**src/rtl/apuf_eval_ctrl.sv**
```systemverilog
// -----------------------------------------------------------------------------
// apuf_eval_ctrl
//
// Evaluation controller for one arbiter-PUF delay line. It latches a challenge,
// fires the launch edge into the line NUM_EVALS times, samples the synchronised
// arbiter bit after each launch and majority-votes the samples. The result is
// returned as one response bit plus the ones-count, through a valid/ready
// handshake.
//
// Ports
//   clk            in   system clock
//   rst            in   synchronous, active-high reset
//   start          in   evaluation request, accepted when start && ready
//   challenge_in   in   challenge, sampled on accept
//   ready          out  high only while idle
//   challenge_out  out  latched challenge driving the delay-line selects
//   launch         out  launch edge into both delay-line paths
//   arb_clr        out  arbiter clear, high for the whole settle phase
//   arb_in         in   arbiter output (asynchronous to clk)
//   resp_valid     out  response available
//   resp_ready     in   consumer accept
//   response       out  majority vote (ones_count > NUM_EVALS/2)
//   ones_count     out  number of evaluations that sampled 1
// -----------------------------------------------------------------------------
module apuf_eval_ctrl #(
    parameter int LINE_LENGTH   = 64,
    parameter int NUM_EVALS     = 15,
    parameter int SETTLE_CYCLES = 8,
    parameter int LAUNCH_CYCLES = 4,
    parameter int SYNC_STAGES   = 2
) (
    input  logic                           clk,
    input  logic                           rst,
    input  logic                           start,
    input  logic [LINE_LENGTH-1:0]         challenge_in,
    output logic                           ready,
    output logic [LINE_LENGTH-1:0]         challenge_out,
    output logic                           launch,
    output logic                           arb_clr,
    input  logic                           arb_in,
    output logic                           resp_valid,
    input  logic                           resp_ready,
    output logic                           response,
    output logic [$clog2(NUM_EVALS+1)-1:0] ones_count
);

    localparam int CW = $clog2(NUM_EVALS + 1);
    localparam int PHASE_MAX = (SETTLE_CYCLES > LAUNCH_CYCLES) ? SETTLE_CYCLES : LAUNCH_CYCLES;
    localparam int PW = $clog2(PHASE_MAX + 1);

    localparam logic [PW-1:0] SETTLE_LAST = PW'(SETTLE_CYCLES - 1);
    localparam logic [PW-1:0] LAUNCH_LAST = PW'(LAUNCH_CYCLES - 1);
    localparam logic [CW-1:0] EVALS_LAST  = CW'(NUM_EVALS - 1);
    localparam logic [CW-1:0] HALF        = CW'(NUM_EVALS / 2);

    // One-hot encoding: launch, arb_clr, ready and resp_valid are each a
    // single flop output. launch clocks the delay line, so it must not be a
    // decoded (potentially glitching) function of several state bits.
    localparam int S_IDLE   = 0;
    localparam int S_SETUP  = 1;
    localparam int S_LAUNCH = 2;
    localparam int S_DONE   = 3;

    localparam logic [3:0] IDLE   = 4'b0001;
    localparam logic [3:0] SETUP  = 4'b0010;
    localparam logic [3:0] LAUNCH = 4'b0100;
    localparam logic [3:0] DONE   = 4'b1000;

    logic [3:0]             state_reg;
    logic [3:0]             state_next;
    logic [PW-1:0]          phase_reg;
    logic [CW-1:0]          eval_reg;
    logic [CW-1:0]          ones_reg;
    logic [CW-1:0]          count_out_reg;
    logic                   response_reg;
    logic [LINE_LENGTH-1:0] challenge_reg;
    logic [SYNC_STAGES-1:0] sync_reg;

    logic          accept;
    logic          setup_last;
    logic          sample;
    logic          last_eval;
    logic [CW-1:0] ones_sum;

    assign accept     = state_reg[S_IDLE] && start;
    assign setup_last = state_reg[S_SETUP] && (phase_reg == SETTLE_LAST);
    // Last launch cycle: the arbiter has had LAUNCH_CYCLES-1 edges to pass
    // through the synchroniser, so the sample reflects this evaluation.
    assign sample     = state_reg[S_LAUNCH] && (phase_reg == LAUNCH_LAST);
    assign last_eval  = (eval_reg == EVALS_LAST);
    assign ones_sum   = ones_reg + CW'(sync_reg[SYNC_STAGES-1]);

    // Synchroniser for the asynchronous arbiter output.
    always_ff @(posedge clk) begin
        if (rst) begin
            sync_reg <= '0;
        end else begin
            sync_reg <= {sync_reg[SYNC_STAGES-2:0], arb_in};
        end
    end

    // State register.
    always_ff @(posedge clk) begin
        if (rst) begin
            state_reg <= IDLE;
        end else begin
            state_reg <= state_next;
        end
    end

    // Next-state logic.
    always_comb begin
        state_next = state_reg;
        unique case (state_reg)
            IDLE:    if (start)      state_next = SETUP;
            SETUP:   if (setup_last) state_next = LAUNCH;
            LAUNCH:  if (sample)     state_next = last_eval ? DONE : SETUP;
            DONE:    if (resp_ready) state_next = IDLE;
            default:                 state_next = IDLE;
        endcase
    end

    // Outputs taken straight from the one-hot state flops.
    always_comb begin
        ready      = state_reg[S_IDLE];
        arb_clr    = state_reg[S_SETUP];
        launch     = state_reg[S_LAUNCH];
        resp_valid = state_reg[S_DONE];
    end

    // Datapath: phase timer, evaluation/ones counters, result registers.
    always_ff @(posedge clk) begin
        if (rst) begin
            phase_reg     <= '0;
            eval_reg      <= '0;
            ones_reg      <= '0;
            count_out_reg <= '0;
            response_reg  <= 1'b0;
            challenge_reg <= '0;
        end else begin
            // Phase timer restarts at every SETUP/LAUNCH boundary.
            if ((state_reg[S_SETUP] && !setup_last) || (state_reg[S_LAUNCH] && !sample)) begin
                phase_reg <= phase_reg + PW'(1);
            end else begin
                phase_reg <= '0;
            end

            if (accept) begin
                challenge_reg <= challenge_in;
                eval_reg      <= '0;
                ones_reg      <= '0;
                count_out_reg <= '0;
                response_reg  <= 1'b0;
            end

            if (sample) begin
                ones_reg <= ones_sum;
                eval_reg <= eval_reg + CW'(1);
                // Result is captured on the transition into DONE and then held.
                if (last_eval) begin
                    count_out_reg <= ones_sum;
                    response_reg  <= (ones_sum > HALF);
                end
            end
        end
    end

    assign challenge_out = challenge_reg;
    assign response      = response_reg;
    assign ones_count    = count_out_reg;

endmodule
```
**config.mk**
```make
export PLATFORM = sky130hd
export DESIGN_NAME = apuf_eval_ctrl
export DESIGN_NICKNAME = d
export VERILOG_FILES = /design/src/rtl/apuf_eval_ctrl.sv
export SDC_FILE = /design/constraint.sdc
export NUM_CORES = 1
export LEC_CHECK = 0
export CELL_PAD_IN_SITES_DETAIL_PLACEMENT = 2
export CELL_PAD_IN_SITES_GLOBAL_PLACEMENT = 2
export CORE_ASPECT_RATIO = 1.25
export CORE_MARGIN = 2
export CORE_UTILIZATION = 20
export CTS_CLUSTER_DIAMETER = 60
export DETAILED_ROUTE_END_ITERATION = 8
export GPL_TIMING_DRIVEN = 0
export PLACE_DENSITY = 0.75
export SLEW_MARGIN = 0
export SYNTH_ARGS = -nofsm -noshare
export SYNTH_HDL_FRONTEND = slang
export SYNTH_SLANG_ARGS = --single-unit
```
**constraint.sdc**
```tcl
create_clock -name clk -period 1.3 [get_ports clk]
set_input_delay 0.195 -clock clk [delete_from_list [all_inputs] [get_ports clk]]
set_output_delay 0.195 -clock clk [all_outputs]
set_load 0.02 [all_outputs]
```
==> results of run 1 <==
==> path summary, 6_finish.rpt <==
| check | startpoint | to | depth (start not counted) |
|---|---|---|---|
| worst min register to register | sync_reg[0]$_SDFF_PP0_ | sync_reg[1]$_SDFF_PP0_ | 1 |
| worst max-delay path | phase_reg[0]$_SDFF_PP0_ | ones_count[3]$_SDFF_PP0_ | 6 |
| worst max register to register | phase_reg[0]$_SDFF_PP0_ | ones_count[3]$_SDFF_PP0_ | 6 |
| worst min-delay path | challenge_in[56] | challenge_out[56]$_SDFFE_PP0P_ | 3 |
==> kinds of logic after synthesis <==
family                   count (synthesis)  synth area share
AND/OR/NAND/NOR                        187            0.2428
flip-flops                              87            0.5400
AO/OA/AOI/OAI                           85            0.1373
buffers and inverters                   30           0.03995
adder cells (fa/ha/maj)                  5           0.01939
XOR/XNOR                                 4           0.01086
multiplexers                             3          0.009697
==> worst min-delay path: cells and delay by family <==
| kind | cells | cell delay (ns) |
|---|---|---|
| buffers and inverters | 1 | 0.40 |
| and+or+nand+nor | 1 | 0.06 |
| AOI/OAI and AO/OA | 1 | 0.05 |
==> through the flow <==
| step | instances | hold WS [ns] | utilization | cell area, sq um |
|---|---|---|---|---|
| final | 794 | 0.3955 | 0.3838 | 6025 |
| after CTS | 783 | 0.3851 | 0.3491 | 5480 |
| after global placement | 754 | 0.4181 | 0.3141 | 4931 |
| after floorplan | 401 | 0.3232 | - | 3254 |
| after global routing | 794 | 0.3922 | 0.3838 | 6025 |
| after detailed placement | 754 | 0.4339 | 0.3141 | 4931 |
==> metal layers <==
layer / up-vias / track usage / wire length, um
met5: - / 0 / 0
met4: 0 / 0.04880 / 200
met3: 15 / 0.03409 / 508
li1: 1674 / - / -
met2: 86 / 0.2737 / 7400
met1: 1703 / 0.1553 / 5230
==> report_power, final <==
| group | switching [mW] | leakage (nW) | internal, mW | total [mW] |
|---|---|---|---|---|
| Combinational | 0.669 | 1.71 | 0.613 | 1.28 |
| Sequential | 0.0703 | 0.716 | 2.80 | 2.87 |
| Clock | 1.13 | 0.142 | 1.54 | 2.67 |
==> layout by cell type, fill, tap and decap left out, types with 2 or more instances in the layout <==
cell,instances
nand3_2,3
ha_2,2
or3_4,2
ha_1,2
nor2_4,3
clkbuf_4,2
nor2b_1,3
nand2_4,20
nor2_2,5
a21oi_2,47
dfxtp_2,6
buf_12,4
clkbuf_16,15
xor2_1,3
dfxtp_1,79
nor2_1,11
clkbuf_8,2
a211oi_2,2
clkinvlp_4,2
buf_4,15
mux2i_1,2
clkbuf_2,12
a31oi_1,2
clkdlybuf4s50_1,68
buf_6,6
nand2_1,108
buf_8,4
clkdlybuf4s15_2,2
a21oi_1,30
nor4_1,2
dlygate4sd2_1,70
inv_1,3
nand3_1,10
dfxtp_4,2
nand2_2,10
==> final cells by class <==
type / count / area [sq um] / area share
buffer: 27 / 242.7 / 0.04029
clock buffer: 11 / 242.7 / 0.04029
clock inverter: 5 / 56.30 / 0.009346
inverter: 3 / 11.26 / 0.001869
multi-input combinational: 284 / 1802 / 0.2991
sequential: 87 / 1757 / 0.2916
tap: 212 / 265.3 / 0.04403
timing repair buffer: 165 / 1648 / 0.2735
==> repair_timing <==
| action | in CTS | in global routing |
|---|---|---|
| resized for setup | 151 | 102 |
| endpoints found under the hold margin | 0 | 0 |
| hold buffers | 0 | 0 |
| cloned | 0 | 6 |
| setup endpoints to repair | 159 | 73 |
| buffers inserted | 13 | 5 |
| pin swaps | 14 | 44 |
==> results.md, run 1 <==
* Average cell area after synthesis at around 8.0 sq um
* Diode count at 0
* Largest stage delay, worst path at about 0.35 ns
* Final clock skew at slightly below 0.006 ns
* DIE WIDTH at 117.6 um
* Final worst path period need at roughly 1.4 ns
* TritonCTS Buffers at 9
* Global placer's final weighted congestion at between 0.7 and 0.8
* Die Height at roughly 150 um
* Top-area cell type share of the netlist area at 0.5400
* CP bufs+invs at 1
* List of most frequent post-synthesis cells: nand2_1 (138), dfxtp_1 (87), a21oi_1 (77), clkbuf_1 (18), nor2_1 (18)
* Worst-path maximum fanout at 4
* Setup CP Type: reg2reg
* Critical path arrival at 1.68 ns
* Iteration-0 DRC count of the detailed router at slightly above 90
* Async set-reset flop share out of synthesis at 0
* WP data required at around 1.6 ns
* Max Slew Vio Count at 0
* Vias at around 3500
* Post-DP HPWL at 8.983 mm
* F_max at 719.6 MHz
* Max-Cap Viols at 0
* Synth area leader: dfxtp_1
* Initial antenna violation count at 0
* Worst slew margin at 0.7782
* Setup ws final at -0.08964 ns
* PD cells at roughly 1100 nW/um^2
* GRT Residual Overflow at 0
* Unrepaired setup endpoints after global routing: yes
* Post-synth EDFFs at 0
* Clock sinks at between 80 and 90
* Primary FF master, synth: dfxtp_1
* Number of global-route vias before repair at ~3800
* R2R setup slack at -0.09 ns
* Most common cell in the synthesized netlist: nand2_1
* Worst slack at placement at -0.8288 ns
* Post-route DRC at 0
* Period utilization at 1.069
* CTS clk-pin slew, worst paths at 0.07 ns
* Worst min-delay path class: in2reg
* # setup viols final at 20
* Crit-path cells: ha_4, and4bb_1, buf_6, nand2b_4, or3_4, nand2_2
* Area Growth Syn to Fin at 86.77%
* Io pins at 142
* Core Rows at between 50 and 60
* Failing checks: setup timing
* Max reg flops at 64
* Synth cell types at 31
* Clock Tree Root: clkbuf_16
* Pwr Total at about 6.8 mW
* Full die area at between 15000 and 20000 sq um
* Wire length per cell at between 15 and 20 um
* Antenna-violating nets left at 0
* Syn Nets at 475
* Startpoint Class: register
* Actual slew at the worst max-slew pin at 0.3327 ns
* Outcome: finished, violations left
* Syn. warnings at 0
* Pleak at 2.571 nW
* Synthesized area at 3226 sq um
* Later-pin clock latency in the skew report at approximately 0.35 ns
* CP delay by family, top: simple AND/OR/NAND/NOR gates
* #FFs+latches synth at 87
* Hold Vio Cnt, Final at 0
* Setup TNS at -0.8912 ns
* Filler cells at ~1800
* Vias per inst at between 4 and 5
* Total GRT Usage at 0.1441
* Nets at 651
* Routed Wire Length at between 10 and 15 mm
* Share of layout cells above drive strength 1 at 0.3024
* TritonRoute pass-1 iters at 4
* CTS tree: built
* Synth top area cells: dfxtp_1 (54%), nand2_1 (16%), a21oi_1 (12%)
* Starting Density at 0.2055
* First-pass GRT wire length at 19.80 mm
* Sequential share of the synthesized area at 0.5400
* Core ar. at about 16000 sq um
* CP max-delay cell: dfxtp_2
* Max IR drop VDD at roughly 460 uV
* Htree depth at 3
* Largest net degree at the start of global routing at 15
* IO Port Bufs at approximately 140
* CP Capture Type: register
* Mapped Cells at 401
* CTS Buffer Depth at 2
Note: power is estimated with default switching activity, not from simulation.
==> run 2: changes to the inputs <==
--- a/config.mk
+++ b/config.mk
@@ -12,6 +12,7 @@
 export CORE_UTILIZATION = 20
 export CTS_CLUSTER_DIAMETER = 60
 export DETAILED_ROUTE_END_ITERATION = 8
+export GPL_ROUTABILITY_DRIVEN = 0
 export GPL_TIMING_DRIVEN = 0
 export PLACE_DENSITY = 0.75
 export SLEW_MARGIN = 0
==> results of run 2 <==
Final layout, timing and power as in run 1 (identical DEF).
==> run 3: changes to the inputs <==
--- a/config.mk
+++ b/config.mk
@@ -8,7 +8,6 @@
 export CELL_PAD_IN_SITES_DETAIL_PLACEMENT = 2
 export CELL_PAD_IN_SITES_GLOBAL_PLACEMENT = 2
 export CORE_ASPECT_RATIO = 1.25
-export CORE_MARGIN = 2
 export CORE_UTILIZATION = 20
 export CTS_CLUSTER_DIAMETER = 60
 export DETAILED_ROUTE_END_ITERATION = 8
==> constraint.sdc (replaced) <==
create_clock -name clk -period 1.3 [get_ports clk]
set_input_delay 0.26 -clock clk [delete_from_list [all_inputs] [get_ports clk]]
set_output_delay 0.26 -clock clk [all_outputs]
set_load 0.02 [all_outputs]
==> run 3 against run 2 <==
The flow still finishes with violations (setup timing). Utilization decreased by 3.6 points. Total power decreased by 6.0%. Routed wire length decreased by 5.9%. Critical path depth unchanged. Hold slack improved by 0.061 ns. Non-clock buffer count decreased by 11. Sequential share of layout area increased by 3.1 points.
==> results.md, run 3 (synthesis results as in run 1) <==
* Io pins at roughly 140
* Max IR drop VDD at slightly above 400 uV
* Vias per inst at 4.316
* Worst slew margin at 0.8140
* Failing checks: setup timing
* Share of layout cells above drive strength 1 at 0.2123
* Number of global-route vias before repair at between 3000 and 4000
* Period utilization at 1.073
* Diode count at 0
* Hold depth at 2
* Worst slack at placement at -0.8098 ns
* Startpoint Class: register
* Clock power frac at 0.393
* # setup viols final at 14
* Final worst path period need at around 1.4 ns
* CTS tree: built
* Pleak at around 2.2 nW
* Core ar. at 15700 sq um
* Wire length per cell at 16.05 um
* Max-Cap Viols at 0
* Pwr Total at ~6.4 mW
* Die Height at 144.0 um
* Commonest non-fill, non-tap cell in the layout: nand2_1
* Post-route insts no fill at approximately 800
* GRT Residual Overflow at 0
* First-pass GRT wire length at about 19 mm
* Hold Vio Cnt, Final at 0
* Total GRT Usage at 0.1501
* Worst min-delay path class: reg2reg
* CP delay by family, top: simple AND/OR/NAND/NOR gates
* Htree depth at 3
* Number of cells on the critical path at 6
* Largest stage delay, worst path at roughly 0.35 ns
* Switch share at 0.2619
* Setup CP Type: reg2reg
* Actual slew at the worst max-slew pin at approximately 0.28 ns
* Largest net degree at the start of global routing at 14
* Core Rows at a little over 50
* Clock Tree Root: clkbuf_16
* Worst-case reg-to-reg path depth at 6
* CP bufs+invs at 1
* Psw at 1.680 mW
* Iteration-0 DRC count of the detailed router at roughly 110
* Area of the multi-input gates at between 1000 and 1500 sq um
* Later-pin clock latency in the skew report at between 0.3 and 0.4 ns
* CP Capture Type: register
* Starting Density at 0.2055
* WP data required at approximately 1.5 ns
* Outcome: finished, violations left
* CTS Buffer Depth at 2
* Max Slew Vio Count at 0
* IO Port Bufs at 141
* TritonRoute pass-1 iters at 4
* Sequential Power Share at 0.448
* Max reg flops at 64
* Final clock skew at 0.003424 ns
* Nets at 640
* F_max at between 700 and 800 MHz
* Critical path arrival at roughly 1.6 ns
* Routed Wire Length at 12.55 mm
* Initial antenna violation count at 0
* TritonCTS Buffers at 9
* Full die area at about 17000 sq um
* Area Growth Syn to Fin at 69.20%
* Internal power at approximately 4.7 mW
* Filler cells at approximately 1800
* Sequential Area at approximately 1800 sq um
* Vias at between 3000 and 4000
* Highest-count cells in the layout ignoring fill and taps: nand2_1 (133), dfxtp_1 (78), a21oi_1 (67), clkdlybuf4s50_1 (67), clkdlybuf4s15_1 (45)
* CTS clk-pin slew, worst paths at approximately 0.060 ns
* Clock sinks at 87
* CP max-delay cell: dfxtp_2
* Unrepaired setup endpoints after global routing: yes
* Post-route DRC at 0
* Post-DP HPWL at 9.100 mm
* PD cells at 1175 nW/um^2
* Dpl cells at about 750
* DIE WIDTH at approximately 120 um
* Crit-path cells: ha_4, nand4bb_1, clkbuf_8, nor2_4, mux2i_1, nor4_1
* Setup ws final at -0.09458 ns
* Power share of the combinational group at 0.159
* Antenna-violating nets left at 0
* Worst-path maximum fanout at 7
-- run 3: cell types whose count changed in the layout (fill, tap and decap cells not counted), sizes merged --
cell	previous run	this run
buf	30	24
clkbuf	32	47
clkdlybuf4s15	3	48
clkdlybuf4s50	68	67
clkinv	1	4
clkinvlp	2	0
dlygate4sd2	70	5
inv	4	3
-- run 3: worst min-delay path: stages (launching register included) --
cell and delay [ns]:
dfxtp_1 0.30, nand2_1 0.05, a21oi_1 0.05
-- run 3: power by group through the flow --
stage                     combinational (mW)  clock (mW)  sequential, mW
final                                   1.02        2.52            2.87
after global routing                    1.11        2.75            2.89
after CTS                               1.04        2.61            2.87
after detailed placement                1.05           0            2.94
after global placement                  1.02           0            2.93
after floorplan                        0.294           0            3.08
-- run 3: repair_timing --
| item | 4_1_cts | 5_1_grt |
|---|---|---|
| hold buffers | 0 | 0 |
| buffers inserted | 10 | 5 |
| endpoints found under the setup margin | 159 | 120 |
| pin swaps | 15 | 14 |
| gates resized for setup | 161 | 101 |
| endpoints found under the hold margin | 0 | 0 |
-- run 3: path summary, 6_finish.rpt --
| check | start | end | slack (ns) |
|---|---|---|---|
| max | phase_reg[0]$_SDFF_PP0_ | state_reg[3]$_SDFFE_PP0P_ | -0.09 |
| min | challenge_out[47]$_SDFFE_PP0P_ | challenge_out[47]$_SDFFE_PP0P_ | 0.46 |
| max reg2reg | phase_reg[0]$_SDFF_PP0_ | state_reg[3]$_SDFFE_PP0P_ | -0.09 |
| min reg2reg | challenge_out[47]$_SDFFE_PP0P_ | challenge_out[47]$_SDFFE_PP0P_ | 0.46 |
-- run 3: metrics by stage --
step	hold slack [ns]	instance area (sq um)	setup TNS (ns)	util
2_1_floorplan	0.3882	3254	-0.1703	-
3_3_place_gp	0.4210	4931	-56.51	0.3141
3_5_place_dp	0.4406	4931	-59.78	0.3141
4_1_cts	0.4584	5393	-1.129	0.3435
5_1_grt	0.4694	5458	-1.565	0.3477
6_report	0.4561	5458	-0.7402	0.3477
-- run 3: layout make-up --
class / instances / area share
timing repair buffer: 155 / 0.2623
tap: 212 / 0.04860
clock buffer: 10 / 0.04195
sequential: 87 / 0.3226
inverter: 3 / 0.002063
buffer: 26 / 0.03874
clock inverter: 5 / 0.009170
multi-input combinational: 284 / 0.2746
-- run 3: metal layers --
layer	vias to the layer above	wire (um)	global-route usage
li1	1650	-	-
met1	1629	5043	0.1546
met2	86	6841	0.2981
met3	10	527	0.03227
met4	0	136	0.04170
met5	-	0	0
==> RTL change 1 (flow settings as in run 2) <==
Set the parameter `LAUNCH_CYCLES` to 8 (it was 4).
--- a/src/rtl/apuf_eval_ctrl.sv
+++ b/src/rtl/apuf_eval_ctrl.sv
@@ -26,7 +26,7 @@
     parameter int LINE_LENGTH   = 64,
     parameter int NUM_EVALS     = 15,
     parameter int SETTLE_CYCLES = 8,
-    parameter int LAUNCH_CYCLES = 4,
+    parameter int LAUNCH_CYCLES = 8,
     parameter int SYNC_STAGES   = 2
 ) (
     input  logic                           clk,
Function: no difference found for any inputs over 10 cycles, from zero or initial values and one cycle with rst high; that may be too few to reach the edited logic, so the function may still have changed.
==> RTL change 1 against run 2 <==
  * The run still ends with negative setup slack left
  * Wire length fell by 1.3%
  * Critical endpoint is now state_reg[2]
  * Final area fell by 3.1%
  * Setup slack got worse by 0.030 ns
  * Synthesized area rose by 1.3%
  * Sequential cell count did not move
  * Maximum frequency fell by 2.1%
Power is not compared: it rests on default switching activity, and its combinational part moved more than twofold at a synthesized area within 25%.
==> RTL change 1: results (changes against run 2) <==
Setup TNS=-0.7043 ns (was -0.8912 ns); launch point of the worst hold path=challenge_in[17] (was challenge_in[56]); run status=finished, violations left (unchanged); global routing usage summed across all routing layers=15.04% (was 14.41%); Final Worst Setup Slack=-0.1198 ns (was -0.08964 ns); number of global-route vias before repair=3754 (was 3777); Detailed Place HPWL=9372 um (was 8983 um); Max stage delay cell, worst path=sky130_fd_sc_hd__or3b_1 (was sky130_fd_sc_hd__dfxtp_2); critical register-to-register path endpoint=state_reg[2] (was ones_count[3]); cell types with the largest area share after synthesis=sky130_fd_sc_hd__dfxtp_1 (53%), sky130_fd_sc_hd__nand2_1 (16%), sky130_fd_sc_hd__a21oi_1 (11%) (was sky130_fd_sc_hd__dfxtp_1 (54%), sky130_fd_sc_hd__nand2_1 (16%), sky130_fd_sc_hd__a21oi_1 (12%)); mean instance size in the synthesized netlist=8.047 um^2 (was 8.044 um^2); number of distinct library cells after synthesis=33 (was 31); Commonest cells post-synth=sky130_fd_sc_hd__nand2_1 (140), sky130_fd_sc_hd__dfxtp_1 (87), sky130_fd_sc_hd__a21oi_1 (74), sky130_fd_sc_hd__clkbuf_1 (17), sky130_fd_sc_hd__nor2_1 (17) (was sky130_fd_sc_hd__nand2_1 (138), sky130_fd_sc_hd__dfxtp_1 (87), sky130_fd_sc_hd__a21oi_1 (77), sky130_fd_sc_hd__clkbuf_1 (18), sky130_fd_sc_hd__nor2_1 (18)); Post-Layout Inst Area=5839 um^2 (was 6025 um^2); cell area after placement=4994 um^2 (was 4931 um^2); setup skew after layout=0.007051 ns (was 0.005819 ns); cts bufs inserted=9 (unchanged); FFs w/ async S/R, synth=0% (unchanged); slew at the pin closest to its max-slew limit=0.3275 ns (was 0.3327 ns); wire length of the first global-routing pass=20380 um (was 19800 um); share of synthesized area occupied by flip-flops and latches=53.31% (was 54.00%); maximum buffer depth of the clock tree=2 (unchanged); Crit path largest cell delay=0.37 ns (was 0.35 ns); fraction of final layout cells with drive strength greater than 1=20.37% (was 30.24%); via count of the routed design=3488 (was 3478); final setup violation count=15 (was 20); violations in the final reports=negative setup slack (unchanged); Worst Hold Path EP=challenge_out[17] (was challenge_out[56]); Routed wire per std cell=16.35 um (was 16.80 um); number of DRC markers after the initial detailed-route iteration=93 (was 91); Filler Cells Inserted=1821 (was 1752); Mapped Nets=480 (was 475); Worst R2R Path Depth=5 (was 6); arrival time reported for the critical path endpoint=1.65 ns (was 1.68 ns); number of nets at the end of the flow=658 (was 651); vias per cell=4.333 (was 4.380); number of placed instances with taps included=763 (was 754)
RTL change 1: cell count changes after synthesis, sizes merged, moves of 2 or more:
cell | run 2 | this run
nand2b | 2 | 4
nand2 | 138 | 140
o21ai | 1 | 5
nor3b | 0 | 2
a21oi | 77 | 74
nor4 | 2 | 0
RTL change 1: worst max path at each step:
| stage | from | end | slack (ns) | depth (start not counted) |
|---|---|---|---|---|
| 3_3_place_gp | rst | ones_count[1] | -0.80 | 4 |
| 6_report | phase_reg[0] | state_reg[2] | -0.12 | 5 |
| 4_1_cts | phase_reg[0] | state_reg[2] | -0.13 | 5 |
| 2_1_floorplan | state_reg[2] | ones_count[3] | -0.07 | 6 |
| 3_5_place_dp | rst | ones_reg[1] | -0.83 | 4 |
| 5_1_grt | phase_reg[0] | state_reg[2] | -0.19 | 5 |
RTL change 1: tightest hold or removal path, stage by stage:
cell	delay (ns)
sky130_fd_sc_hd__clkdlybuf4s50_1	0.40
sky130_fd_sc_hd__nand2_1	0.05
sky130_fd_sc_hd__a21oi_1	0.05
RTL change 1: kinds of logic after synthesis:
group,count (synthesis),synth area share (%)
xor gates and xnor gates,6,1.609
DFF,87,53.31
muxes,1,0.3064
adders and majority gates,5,1.915
and+or+nand+nor,191,24.89
AOI/OAI and AO/OA,87,13.98
buffers and inverters,29,3.983
RTL change 1: metrics by stage:
step | setup slack [ns] | hold WS, ns | power, mW
after floorplan | -0.07416 | 0.3232 | 4.507
after global placement | -0.7987 | 0.4250 | 5.620
after detailed placement | -0.8260 | 0.4413 | 5.751
after CTS | -0.1319 | 0.3905 | 8.536
after global routing | -0.1903 | 0.3975 | 9.359
final | -0.1198 | 0.3989 | 8.839
RTL change 1: power by group through the flow:
stage,combinational [mW],sequential (mW),clock [mW]
after CTS,2.60,3.15,2.79
after global routing,3.28,3.19,2.90
after global placement,2.43,3.19,0
after detailed placement,2.54,3.22,0
after floorplan,0.955,3.55,0
final,3.00,3.15,2.69
RTL change 1: area by class of cell:
cell class | instances | area share [%]
buffer | 27 | 4.478
clock buffer | 10 | 4.285
timing repair buffer | 167 | 27.28
tap | 216 | 4.628
multi-input combinational | 290 | 28.09
sequential | 87 | 30.13
inverter | 2 | 0.1286
clock inverter | 6 | 0.9856
RTL change 1: timing repair:
| action | CTS | global route |
|---|---|---|
| cloned | 1 | 1 |
| setup endpoints to repair | 153 | 79 |
| hold buffers | 0 | 0 |
| resized for setup | 144 | 49 |
| buffers inserted | 14 | 10 |
| pin swaps | 12 | 10 |
| endpoints found under the hold margin | 0 | 0 |
RTL change 1: layer usage:
metal | GRT usage, % | vias up | wire length (um)
li1 | - | 1693 | -
met1 | 16.56 | 1701 | 5187
met2 | 28.61 | 83 | 7261
met3 | 2.601 | 11 | 517
met4 | 5.422 | 0 | 197
met5 | 0 | - | 0
==> RTL change 2 (flow settings as in run 2) <==
Without the edit above. Reset style: asynchronous (`rst`), changed in 3 clocked blocks. Comments in the files are not updated.
--- a/src/rtl/apuf_eval_ctrl.sv
+++ b/src/rtl/apuf_eval_ctrl.sv
@@ -91,7 +91,7 @@
     assign ones_sum   = ones_reg + CW'(sync_reg[SYNC_STAGES-1]);
 
     // Synchroniser for the asynchronous arbiter output.
-    always_ff @(posedge clk) begin
+    always_ff @(posedge clk or posedge rst) begin
         if (rst) begin
             sync_reg <= '0;
         end else begin
@@ -100,7 +100,7 @@
     end
 
     // State register.
-    always_ff @(posedge clk) begin
+    always_ff @(posedge clk or posedge rst) begin
         if (rst) begin
             state_reg <= IDLE;
         end else begin
@@ -129,7 +129,7 @@
     end
 
     // Datapath: phase timer, evaluation/ones counters, result registers.
-    always_ff @(posedge clk) begin
+    always_ff @(posedge clk or posedge rst) begin
         if (rst) begin
             phase_reg     <= '0;
             eval_reg      <= '0;
Formal check against the unedited RTL: differs if rst is asserted again (counterexample within 4 cycles, from zero or initial values and one cycle with rst high); with rst held inactive, the same outputs for 10 cycles.
==> RTL change 2 against run 2 <==
  * The flow still finishes with violations (negative setup slack)
  * First-iteration DRC count fell by 52%
  * Final area rose by 5.7%
  * Sequential cell count did not move
  * Critical path depth fell by 2
  * Setup slack got worse by 0.045 ns
  * Count of clock-buffer cells in the layout fell by 1
  * Sequential share of layout area rose by 5.1 points
  * Synthesized area rose by 15%
  * Utilization fell by 3.3 points
  * Wire length fell by 11%
  * Critical endpoint is now challenge_out[7]
  * Largest cell class is now registers
Power is not compared: it rests on default switching activity, and its combinational part moved more than twofold at a synthesized area within 25%.
==> RTL change 2: results (changes against run 2) <==
run status=finished, violations left (unchanged); global routing usage summed across all routing layers=11.91% (was 14.41%); Post-CTS Setup Bufs=17 (was 13); placement-stage worst setup slack=-0.3483 ns (was -0.8288 ns); pin count of the biggest net entering global routing=33 (was 15); Crit path largest cell delay=0.60 ns (was 0.35 ns); met3 wire length=469 um (was 508 um); Worst R2R Path Depth=4 (was 6); wire length reported by the detailed router=11890 um (was 13340 um); proportion of synthesized area in mux cells=24.43% (was 0.9697%); GR Util met2=22.12% (was 27.37%); final setup violation count=76 (was 20); Setup TNS=-7.955 ns (was -0.8912 ns); cell family contributing the most delay on the critical path=flip-flops (was simple AND/OR/NAND/NOR gates); met2 wire length=6749 um (was 7400 um); Top FF cell, synth=sky130_fd_sc_hd__dfrtp_1 (was sky130_fd_sc_hd__dfxtp_1); antenna violations before repair=0 (unchanged); area used by sequential logic in the layout=2182 um^2 (was 1757 um^2); synthesized instance count=250 (was 401); vias per cell=4.055 (was 4.380); setup skew after layout=0.006538 ns (was 0.005819 ns); Mapped Nets=324 (was 475); number of DRC markers after the initial detailed-route iteration=44 (was 91); start point of the critical path=state_reg[0] (was phase_reg[0]); length of the first detailed-routing pass in iterations=3 (was 4); arrival time reported for the critical path endpoint=1.66 ns (was 1.68 ns); met3 layer usage reported by global route=3.214% (was 3.409%); type of the tightest min-delay check=input pin to async pin (was input pin to flop); Antenna Diode Count=0 (unchanged); fraction of final layout cells with drive strength greater than 1=37.41% (was 30.24%); Max stage delay cell, worst path=sky130_fd_sc_hd__dfstp_2 (was sky130_fd_sc_hd__dfxtp_2); Compound-Gate Fraction of Synth Area=3.970% (was 13.73%); share of synthesized area occupied by flip-flops and latches=58.58% (was 54.00%); number of global-route vias before repair=3067 (was 3777); Resized Gates After CTS=123 (was 151); cell area after placement=5497 um^2 (was 4931 um^2); Final Worst Setup Slack=-0.1349 ns (was -0.08964 ns); fraction of met1 tracks used by global routing=13.46% (was 15.53%); Detailed Place HPWL=8115 um (was 8983 um); post-synthesis share of cell area spent on full adders, half adders and majority gates=1.682% (was 1.939%); FFs w/ async S/R, synth=100.0% (was 0%); crit path max fanout=7 (was 4); worst hold slack=0.2849 ns (was 0.3955 ns); via count of the routed design=2713 (was 3478); violations in the final reports=negative setup slack (unchanged); number of distinct library cells after synthesis=34 (was 31); Commonest cells post-synth=sky130_fd_sc_hd__dfrtp_1 (86), sky130_fd_sc_hd__mux2_4 (50), sky130_fd_sc_hd__nand3_1 (11), sky130_fd_sc_hd__mux2_2 (10), sky130_fd_sc_hd__nor2_1 (10) (was sky130_fd_sc_hd__nand2_1 (138), sky130_fd_sc_hd__dfxtp_1 (87), sky130_fd_sc_hd__a21oi_1 (77), sky130_fd_sc_hd__clkbuf_1 (18), sky130_fd_sc_hd__nor2_1 (18)); wire length of the first global-routing pass=18000 um (was 19800 um)
-- RTL change 2: cell types whose count changed after synthesis, moves of 9 or more --
cell	change
sky130_fd_sc_hd__o21ai_1	+9
sky130_fd_sc_hd__dfrtp_1	+86
sky130_fd_sc_hd__nand2_1	-131
sky130_fd_sc_hd__dfxtp_1	-87
sky130_fd_sc_hd__mux2_4	+50
sky130_fd_sc_hd__clkbuf_1	-17
sky130_fd_sc_hd__mux2_2	+9
sky130_fd_sc_hd__a21oi_1	-73
-- RTL change 2: layout make-up --
class	instances	area share, %
sequential	87	34.27
timing repair buffer	176	27.59
multi-input combinational	145	25.43
tap	228	4.480
clock buffer	10	3.753
buffer	11	3.006
clock inverter	6	1.061
inverter	6	0.4127
-- RTL change 2: power by group --
group | switching (mW) | internal (mW) | total [mW]
Sequential | 0.578 | 3.60 | 4.17
Clock | 1.11 | 1.55 | 2.66
Combinational | 2.51 | 2.97 | 5.48
Total | 4.20 | 8.12 | 12.3
